$ cat src/rtl/add_pipe.sv
// Chunked ripple-carry adder/subtractor with ready/valid handshake and per-stage stall control.
// Define ADD_PIPE_OVF_EN to add the registered signed-overflow output.
module add_pipe #(
  parameter int unsigned WIDTH = 16,
  parameter int unsigned CHUNK = 4
) (
  input  logic             clk,
  input  logic             rst_n,
  input  logic             in_valid,
  output logic             in_ready,
  input  logic [0:WIDTH-1] in_a,
  input  logic [0:WIDTH-1] in_b,
  input  logic             carry_in,
  input  logic             sub,
  output logic             out_valid,
  input  logic             out_ready,
  output logic [0:WIDTH-1] sum,
  output logic             carry_out
`ifdef ADD_PIPE_OVF_EN
  ,
  output logic             overflow
`endif
);

  localparam int unsigned S  = WIDTH / CHUNK;
  localparam int unsigned CW = CHUNK + 1;

  logic [WIDTH-1:0] a_in_c;
  logic [WIDTH-1:0] b_raw_c;
  logic [WIDTH-1:0] b_eff_c;
  logic             cin_eff_c;

  logic [WIDTH-1:0] a_src_c   [S];
  logic [WIDTH-1:0] b_src_c   [S];
  logic [WIDTH-1:0] sum_src_c [S];
  logic [WIDTH-1:0] sum_d     [S];
  logic [CW-1:0]    part_c    [S];
  logic [S-1:0]     cin_src_c;
  logic [S-1:0]     vld_src_c;
  logic [S-1:0]     carry_d;
  logic [S-1:0]     load_c;
  logic             blocked_c;

  logic [S-1:0]     valid_q;
  logic [S-1:0]     carry_q;
  logic [WIDTH-1:0] a_q   [S];
  logic [WIDTH-1:0] b_q   [S];
  logic [WIDTH-1:0] sum_q [S];
  logic             rdy_q;

  // Ports use [0:WIDTH-1] with index 0 as LSB; map onto conventional [WIDTH-1:0] vectors.
  always_comb begin
    a_in_c  = '0;
    b_raw_c = '0;
    for (int i = 0; i < int'(WIDTH); i++) begin
      a_in_c[i]  = in_a[i];
      b_raw_c[i] = in_b[i];
    end
    b_eff_c   = sub ? ~b_raw_c : b_raw_c;
    cin_eff_c = sub ? 1'b1 : carry_in;
  end

  // A stage may load when it, and every stage downstream of it, is not stuck holding a beat.
  always_comb begin
    load_c    = '0;
    blocked_c = !out_ready;
    for (int k = int'(S) - 1; k >= 0; k--) begin
      blocked_c = blocked_c && valid_q[k];
      load_c[k] = !blocked_c;
    end
  end

  // Stage k adds chunk k of the operands carried alongside its beat.
  always_comb begin
    a_src_c[0]   = a_in_c;
    b_src_c[0]   = b_eff_c;
    sum_src_c[0] = '0;
    cin_src_c    = '0;
    vld_src_c    = '0;
    cin_src_c[0] = cin_eff_c;
    vld_src_c[0] = in_valid && rdy_q;
    for (int k = 1; k < int'(S); k++) begin
      a_src_c[k]   = a_q[k-1];
      b_src_c[k]   = b_q[k-1];
      sum_src_c[k] = sum_q[k-1];
      cin_src_c[k] = carry_q[k-1];
      vld_src_c[k] = valid_q[k-1];
    end
    carry_d = '0;
    for (int k = 0; k < int'(S); k++) begin
      part_c[k] = CW'(a_src_c[k][k*CHUNK +: CHUNK]) + CW'(b_src_c[k][k*CHUNK +: CHUNK])
                + CW'(cin_src_c[k]);
      sum_d[k]  = sum_src_c[k];
      sum_d[k][k*CHUNK +: CHUNK] = part_c[k][CHUNK-1:0];
      carry_d[k] = part_c[k][CHUNK];
    end
  end

  always_ff @(posedge clk or negedge rst_n) begin
    if (!rst_n) begin
      rdy_q   <= 1'b0;
      valid_q <= '0;
      carry_q <= '0;
      for (int k = 0; k < int'(S); k++) begin
        a_q[k]   <= '0;
        b_q[k]   <= '0;
        sum_q[k] <= '0;
      end
    end else begin
      rdy_q <= 1'b1;
      for (int k = 0; k < int'(S); k++) begin
        if (load_c[k]) begin
          valid_q[k] <= vld_src_c[k];
          if (vld_src_c[k]) begin
            a_q[k]     <= a_src_c[k];
            b_q[k]     <= b_src_c[k];
            sum_q[k]   <= sum_d[k];
            carry_q[k] <= carry_d[k];
          end
        end
      end
    end
  end

`ifdef ADD_PIPE_OVF_EN
  logic ovf_d;
  logic ovf_q;

  // Overflow is resolved in the last stage, where the sum MSB is produced.
  always_comb begin
    ovf_d = (a_src_c[S-1][WIDTH-1] == b_src_c[S-1][WIDTH-1])
         && (sum_d[S-1][WIDTH-1] != a_src_c[S-1][WIDTH-1]);
  end

  always_ff @(posedge clk or negedge rst_n) begin
    if (!rst_n) begin
      ovf_q <= 1'b0;
    end else if (load_c[S-1] && vld_src_c[S-1]) begin
      ovf_q <= ovf_d;
    end
  end

  assign overflow = ovf_q;
`endif

  // Reset release is retimed through rdy_q so no beat is taken on the releasing edge.
  assign in_ready  = rdy_q && load_c[0];
  assign out_valid = valid_q[S-1];
  assign carry_out = carry_q[S-1];

  always_comb begin
    sum = '0;
    for (int i = 0; i < int'(WIDTH); i++) begin
      sum[i] = sum_q[S-1][i];
    end
  end

endmodule

$ cat config.mk
export PLATFORM = sky130hd
export DESIGN_NAME = add_pipe
export DESIGN_NICKNAME = d
export VERILOG_FILES = /design/src/rtl/add_pipe.sv
export SDC_FILE = /design/constraint.sdc
export NUM_CORES = 1
export LEC_CHECK = 0
export ABC_CLOCK_PERIOD_IN_PS = 2300
export CORE_ASPECT_RATIO = 1.1
export CORE_UTILIZATION = 54
export DETAILED_ROUTE_END_ITERATION = 10
export PLACE_DENSITY = 0.9
export SLEW_MARGIN = 5
export SYNTH_ARGS = -nofsm -noshare
export SYNTH_HDL_FRONTEND = slang
export SYNTH_SLANG_ARGS = --single-unit
$ cat constraint.sdc
create_clock -name clk -period 2.3 [get_ports clk]
set_clock_uncertainty 0.1 [all_clocks]
set_input_delay 0.46 -clock clk [delete_from_list [all_inputs] [get_ports clk]]
set_output_delay 0.46 -clock clk [all_outputs]
set_load 0.1 [all_outputs]
==> results.txt, run 1 <==
----------------------------------------------------
[Run status]
  Result of the run ... completed

[Setup path]
  Crit-path max FO ... 2
  Path length in cells of the critical path ... 7
  Worst setup EP type ... register
  Kind of launch point of the worst setup path ... input pin
  Critical Path RT ... 2.44 ns
  Highest-delay cell along the critical path ... sky130_fd_sc_hd__fa_2
  Launch point of the critical path ... carry_in
  Ordered cell list for the critical path ... clkdlybuf4s50_1 -> or2_4 -> fa_2 -> fa_2 -> a21o_1 -> a21oi_1 -> a21oi_1
  Largest stage delay on the critical path ... 0.42 ns
  Worst setup slack for register-to-register paths ... 0.21 ns
  Critical path start-end classification ... in -> reg
  Critical R2R Launch ... carry_q[0]
  Register-to-Register Path Depth ... 5
  Crit Reg-Reg Endpoint ... carry_q[1]
  Arrival time worst endpoint ... 2.35 ns
  Crit-path leading delay family ... adder cells
  Bufs and invs on worst path ... 1

[Layout]
  Area occupied by registers ... 0.002429 mm²
  Commonest cells after routing, fill and taps aside ... sky130_fd_sc_hd__dfrtp_1, sky130_fd_sc_hd__mux2_2, sky130_fd_sc_hd__clkdlybuf4s50_1
  Number of fillers in the final layout ... 502
  Area used by multi-input combinational logic ... 0.001759 mm²
  Net count, final ... 432
  Layout cells sized above 1 ... 0.3272
  Post-Route Utilization ... 0.6864
  Filler-free cell count of the finished design ... 484
  Post-layout instance area ... 0.005186 mm²
  N_diodes ... 0
  Commonest non-fill, non-tap cell in the layout ... sky130_fd_sc_hd__dfrtp_1
  Area overhead of the layout relative to synthesis ... 21.02%

[Hold path]
  Class of the worst hold path ... in -> reg
  Cells on Worst Hold Path ... 3
  Source of the worst hold timing path ... out_ready
  Hold Path Sink ... valid_q[3]

[Clocking]
  Deepest level of the CTS H-tree ... 3
  TritonCTS clock tree ... yes
  Register clock-pin slew on the reported worst setup and hold paths ... 0.09 ns
  Clk buf depth ... 2
  Clock sink count ... 97
  Buffer count from post-CTS setup fixing ... 0
  Latest clock arrival within the worst-skew pair ... 0.36 ns
  Inserted Clock Buffers ... 9
  CTS Root Cell ... sky130_fd_sc_hd__clkbuf_8

[Placement]
  Port-buffer cells ... 56
  Pre-CTS setup slack ... -0.3340 ns
  Cell count after placement ... 467
  Cell area after placement ... 0.004997 mm²
  RePlAce Congestion ... 0.7505
  Final HPWL DP ... 5305 µm

[Detailed routing]
  DRC violation count after routing ... 0
  Number of nets still failing antenna checks after routing ... 0
  Final routed wirelength across all metal layers ... 7571 µm
  Initial detailed-routing violation count ... 171
  Number of search-and-repair iterations in the first detailed-routing pass ... 4
  Routed via count ... 2469
  DR WL/cell ... 15.64 µm
  Vias per Instance ... 5.101

[Global route]
  Number of antenna violations at the first check in global routing ... 0
  Via count of the first global-routing pass ... 2643
  Largest net degree at the start of global routing ... 36
  Total routing usage reported by global routing ... 0.2068
  Global route total overflow ... 0
  Global-route wire length before repair ... 12650 µm

[Yosys]
  Post-synthesis sequential area ratio ... 0.5664
  Synth Warn # ... 0
  Post-synthesis instance area ... 0.004285 mm²
  Synthesized area per cell ... 14.00 µm²
  Post-synthesis net count ... 364
  Fraction of synthesized cell area taken by the top area cell type ... 0.5664
  Dominant cells by area after synthesis ... sky130_fd_sc_hd__dfrtp_1, sky130_fd_sc_hd__mux2_2, sky130_fd_sc_hd__mux2_4
  Cell accounting for the most synthesized area ... sky130_fd_sc_hd__dfrtp_1
  EDFF count, synth ... 0
  Count of mapped cells out of synthesis ... 306
  Total of flip-flops plus latches after synthesis ... 97
  Post-synthesis cell type count ... 26
  Primary flip-flop cell chosen by synthesis mapping ... sky130_fd_sc_hd__dfrtp_1
  Share of async-settable or async-resettable flops after synthesis ... 1.000

[Floorplan]
  Number of placement rows ... 33
  Starting utilization of the core area ... 0.5671
  Core footprint ... 0.007556 mm²
  Die area ... 0.008296 mm²
  IO Count ... 57
  Die Y ... 95.43 µm
  Die Width ... 86.94 µm

[Power]
  LEAKAGE ... 2.328 nW
  Power per cell area ... 1214 mW/mm²
  Combinational group share of total power ... 0.433
  Maximum vdd drop ... 454.6 µV
  Proportion of total power due to net switching ... 0.4248
  Total power after layout ... 6.297 mW
  Fraction of power consumed by the clock network ... 0.153
  Sequential power share ... 0.414
  Int Power ... 3.622 mW
  Net switching component of the power ... 2.675 mW

[STA]
  Setup repair after global routing missed its margin ... false
  Worst hold margin ... 0.3671 ns
  Total count of hold-check failures in the final report ... 0
  Period utilisation layout ... 0.9605
  Final period demand of the worst path ... 2.209 ns
  Final setup TNS ... 0 ns
  Worst Slack Setup Final ... 0.09086 ns
  Final Max Tran Viols ... 0
  Peak clock frequency supported by timing ... 452.7 MHz
  Number of setup violations in the final report ... 0

[Flow run]
  Max_cap viols ... 0

----------------------------------------------------
layout make-up:
cell class              instances  area share
flip-flops and latches         97      0.4683
clock buffers                   9     0.02388
repair buffers                 69      0.1315
multi-input cells             193      0.3392
inverters                       4    0.002895
well taps                     105     0.02533
clock inverters                 7    0.008926
how the worst max path moves through the flow:
stage                            end  slack [ns]
final                     carry_q[0]        0.09
after CTS                   in_ready       0.002
after global placement    carry_q[0]       -0.29
after detailed placement  carry_q[0]       -0.33
after global routing      carry_q[0]        0.05
after floorplan           carry_q[0]      -0.008
power by group through the flow:
stage	clock, mW	sequential [mW]	combinational, mW
6_report	0.966	2.60	2.73
3_3_place_gp	0	2.59	2.58
5_1_grt	1.05	2.68	2.89
2_1_floorplan	0	3.61	0.998
4_1_cts	0.988	2.61	2.74
3_5_place_dp	0	2.63	2.69
synthesized netlist by cell type, types with 2 or more instances:
cell type,number
sky130_fd_sc_hd__dfrtp_1,97
sky130_fd_sc_hd__a21o_1,8
sky130_fd_sc_hd__fa_1,8
sky130_fd_sc_hd__mux2_2,57
sky130_fd_sc_hd__nor2_1,14
sky130_fd_sc_hd__buf_2,5
sky130_fd_sc_hd__nand2b_1,4
sky130_fd_sc_hd__xnor2_1,16
sky130_fd_sc_hd__nand2_1,15
sky130_fd_sc_hd__inv_1,4
sky130_fd_sc_hd__mux2_4,11
sky130_fd_sc_hd__ha_1,12
sky130_fd_sc_hd__o21ai_0,10
sky130_fd_sc_hd__a21oi_1,22
sky130_fd_sc_hd__buf_4,4
sky130_fd_sc_hd__buf_6,2
sky130_fd_sc_hd__xor2_1,8
kinds of logic (layout without fill, tap and decap cells):
| logic type | Yosys count | in the layout | synth area share |
|---|---|---|---|
| AND/OR/NAND/NOR | 39 | 39 | 0.04263 |
| flip-flops | 97 | 97 | 0.5664 |
| adder cells (fa/ha/maj) | 20 | 20 | 0.07241 |
| multiplexers | 68 | 68 | 0.1883 |
| other | 1 | 1 | 0.0008751 |
| AO/OA/AOI/OAI | 41 | 41 | 0.05519 |
| XOR/XNOR | 24 | 24 | 0.04905 |
| buffers and inverters | 16 | 89 | 0.02511 |
worst register-to-register path: stages, from the launching register on:
cell	delay, ns
sky130_fd_sc_hd__dfrtp_1	0.41
sky130_fd_sc_hd__fa_1	0.49
sky130_fd_sc_hd__fa_1	0.44
sky130_fd_sc_hd__a21o_1	0.20
sky130_fd_sc_hd__a21oi_1	0.23
sky130_fd_sc_hd__o21ai_0	0.11
routing by layer:
metal  wire length (µm)  vias to the layer above  global-route usage
met5                  0                        -                   0
met4                197                        0              0.1042
met3                232                       15             0.03290
met2               3713                       56              0.3346
met1               3426                     1216              0.2731
li1                   -                     1182                   -
sequential cells by signal, summed over array words and instances (netlist names):
signal and flops:
a_q 24, b_q 24, sum_d 24, sum 16
carry_q 4, valid_q 4, rdy_q 1
what timing repair did:
item	CTS	global route
endpoints found under the hold margin	28	0
hold buffers	1	0
resized for setup	0	3
setup endpoints to repair	0	3
(Power assumes the default switching activity.)
==> inputs of run 2 (changes only) <==
- ABC_CLOCK_PERIOD_IN_PS: 2300 -> 2050
- clock period: 2.3 -> 2.05 ns (I/O delays scaled with it)
==> run 2 against run 1 <==
Sequential share of layout area decreased by 0.97 points; total power rose by 16%; critical endpoint is now in_ready; die area is the same; sequential power rose by 13%; hold slack improved by 0.013 ns; combinational power rose by 12%; flip-flop and latch count did not move; global-route usage down 0.20 points; design area rose by 2.1%; worst setup slack worse by 0.047 ns.
==> results.txt, run 2 (same netlist as run 1, synthesis figures left out) <==
----------------------------------------------------
[Placement]
  Cell area after placement ... 0.005041 mm² (+0.88%)
  Pre-CTS setup slack ... -0.5407 ns (-0.2067 ns)
  Cell count after placement ... 469 (+0.43%)
  RePlAce Congestion ... 0.7273 (-3.1%)
  Port-buffer cells ... 56 (unchanged)
  Final HPWL DP ... 5395 µm (+1.7%)

[Power]
  Sequential power share ... 0.400 (-0.014)
  Net switching component of the power ... 2.995 mW (+12%)
  Proportion of total power due to net switching ... 0.4094 (-0.01543)
  Int Power ... 4.320 mW (+19%)
  Power per cell area ... 1381 mW/mm² (+14%)
  Fraction of power consumed by the clock network ... 0.183 (+0.030)
  Combinational group share of total power ... 0.417 (-0.016)
  Maximum vdd drop ... 469.3 µV (+3.2%)
  LEAKAGE ... 2.373 nW (+1.9%)

[Floorplan]
  Die Y ... 95.43 µm (unchanged)
  Die area ... 0.008296 mm² (unchanged)
  Starting utilization of the core area ... 0.5671 (unchanged)
  Die Width ... 86.94 µm (unchanged)
  Number of placement rows ... 33 (unchanged)
  Core footprint ... 0.007556 mm² (unchanged)
  IO Count ... 57 (unchanged)

[Setup path]
  Crit Reg-Reg Endpoint ... carry_q[1]
  Critical Path RT ... 1.54 ns (-0.90 ns)
  Critical R2R Launch ... carry_q[0]
  Critical path start-end classification ... reg -> out
  Register-to-Register Path Depth ... 5 (unchanged)
  Worst setup EP type ... output pin
  Crit-path max FO ... 5 (+3)
  Worst setup slack for register-to-register paths ... 0.07 ns (-0.14 ns)
  Arrival time worst endpoint ... 1.50 ns (-0.85 ns)
  Kind of launch point of the worst setup path ... register

[STA]
  Setup repair after global routing missed its margin ... false
  Number of setup violations in the final report ... 0 (unchanged)
  Peak clock frequency supported by timing ... 498.5 MHz
  Period utilisation layout ... 0.9785
  Total count of hold-check failures in the final report ... 0 (unchanged)
  Final Max Tran Viols ... 0 (unchanged)
  Worst Slack Setup Final ... 0.04415 ns (-0.04670 ns)
  Final period demand of the worst path ... 2.006 ns

[Global route]
  Total routing usage reported by global routing ... 0.2048 (-0.002039)
  Global route total overflow ... 0 (unchanged)
  Via count of the first global-routing pass ... 2691 (+1.8%)
  Global-route wire length before repair ... 12630 µm (-0.17%)
  Largest net degree at the start of global routing ... 39 (+8.3%)
  Number of antenna violations at the first check in global routing ... 0 (unchanged)

[Layout]
  Area overhead of the layout relative to synthesis ... 23.59%
  Layout cells sized above 1 ... 0.3473 (+0.02008)
  Number of fillers in the final layout ... 491 (-2.2%)
  Commonest cells after routing, fill and taps aside ... sky130_fd_sc_hd__dfrtp_1, sky130_fd_sc_hd__mux2_2, sky130_fd_sc_hd__clkdlybuf4s50_1
  N_diodes ... 0 (unchanged)
  Post-layout instance area ... 0.005296 mm² (+2.1%)
  Area occupied by registers ... 0.002429 mm² (unchanged)
  Filler-free cell count of the finished design ... 488 (+0.83%)
  Area used by multi-input combinational logic ... 0.001777 mm² (+1.0%)
  Commonest non-fill, non-tap cell in the layout ... sky130_fd_sc_hd__dfrtp_1
  Post-Route Utilization ... 0.7009 (+0.01457)
  Net count, final ... 436 (+0.93%)

[Detailed routing]
  Number of nets still failing antenna checks after routing ... 0 (unchanged)
  Vias per Instance ... 5.246 (+2.8%)
  Initial detailed-routing violation count ... 109 (-36%)
  DRC violation count after routing ... 0 (unchanged)
  DR WL/cell ... 15.53 µm (-0.74%)
  Final routed wirelength across all metal layers ... 7577 µm (about the same)
  Number of search-and-repair iterations in the first detailed-routing pass ... 4 (unchanged)
  Routed via count ... 2560 (+3.7%)

[Clocking]
  Clk buf depth ... 2 (unchanged)
  CTS Root Cell ... sky130_fd_sc_hd__clkbuf_8
  TritonCTS clock tree ... yes
  Register clock-pin slew on the reported worst setup and hold paths ... 0.09 ns (about the same)
  Inserted Clock Buffers ... 9 (unchanged)
  Latest clock arrival within the worst-skew pair ... 0.36 ns (about the same)
  Clock sink count ... 97 (unchanged)
  Deepest level of the CTS H-tree ... 3 (unchanged)

[Flow run]
  Max_cap viols ... 0 (unchanged)

[Hold path]
  Class of the worst hold path ... in -> async

[Run status]
  Result of the run ... completed

----------------------------------------------------
## run 2: changes by cell type in the layout (fill, tap and decap cells not counted), sizes merged
cell / previous run / this run
clkinv: 6 / 2
clkinvlp: 0 / 2
clkbuf: 9 / 10
buf: 32 / 36
bufinv: 0 / 2
clkdlybuf4s50: 34 / 32
dlygate4sd2: 0 / 1
## run 2: worst max-delay path, stage by stage (launching register included)
cell	delay, ns
sky130_fd_sc_hd__dfrtp_2	0.43
sky130_fd_sc_hd__and4b_4	0.25
sky130_fd_sc_hd__nand2_1	0.07
sky130_fd_sc_hd__and2_2	0.22
sky130_fd_sc_hd__buf_12	0.16
## run 2: worst max-delay path by stage
stage | start | to | slack [ns] | cells after the start
6_report | valid_q[3] | in_ready | 0.04 | 4
5_1_grt | valid_q[3] | in_ready | 0.006 | 4
4_1_cts | carry_in | carry_q[0] | 0.01 | 7
3_5_place_dp | sub | carry_q[0] | -0.54 | 7
3_3_place_gp | sub | carry_q[0] | -0.47 | 7
2_1_floorplan | sub | carry_q[0] | -0.20 | 8
## run 2: power groups by stage
stage | sequential, mW | combinational, mW | clock [mW]
after CTS | 2.93 | 3.06 | 1.36
after floorplan | 4.05 | 1.12 | 0
after detailed placement | 2.96 | 3.03 | 0
final | 2.93 | 3.05 | 1.34
after global routing | 3.00 | 3.23 | 1.44
after global placement | 2.91 | 2.90 | 0
## run 2: through the flow
stage               hold WS [ns]  power, mW  TNS [ns]
floorplan                0.01441      5.171   -0.5611
global placement          0.2313      5.815    -1.807
detailed placement        0.2300      5.992    -2.230
CTS                       0.3751      7.348         0
global route              0.4103      7.665         0
finish                    0.3805      7.315         0
## run 2: area by class of cell
cell class | instances | area share
clock buffers | 9 | 0.02339
clock inverters | 7 | 0.01772
inverters | 4 | 0.002835
multi-input cells | 193 | 0.3355
flip-flops and latches | 97 | 0.4585
well taps | 105 | 0.02481
repair buffers | 73 | 0.1373
## run 2: routing by layer
layer  wire, µm  part of all wire  GRT usage
met4        191             0.025    0.09722
met1       3294              0.43     0.2608
met3        267             0.035    0.03983
met5          0                 0          0
met2       3822              0.50     0.3386
## run 2: what timing repair did
action | CTS | global route
setup buffers | 1 | 1
resized for setup | 2 | 7
hold endpoints to repair | 22 | 0
endpoints found under the setup margin | 5 | 3
gates cloned | 0 | 0
pin swaps | 2 | 5
hold buffers | 1 | 0
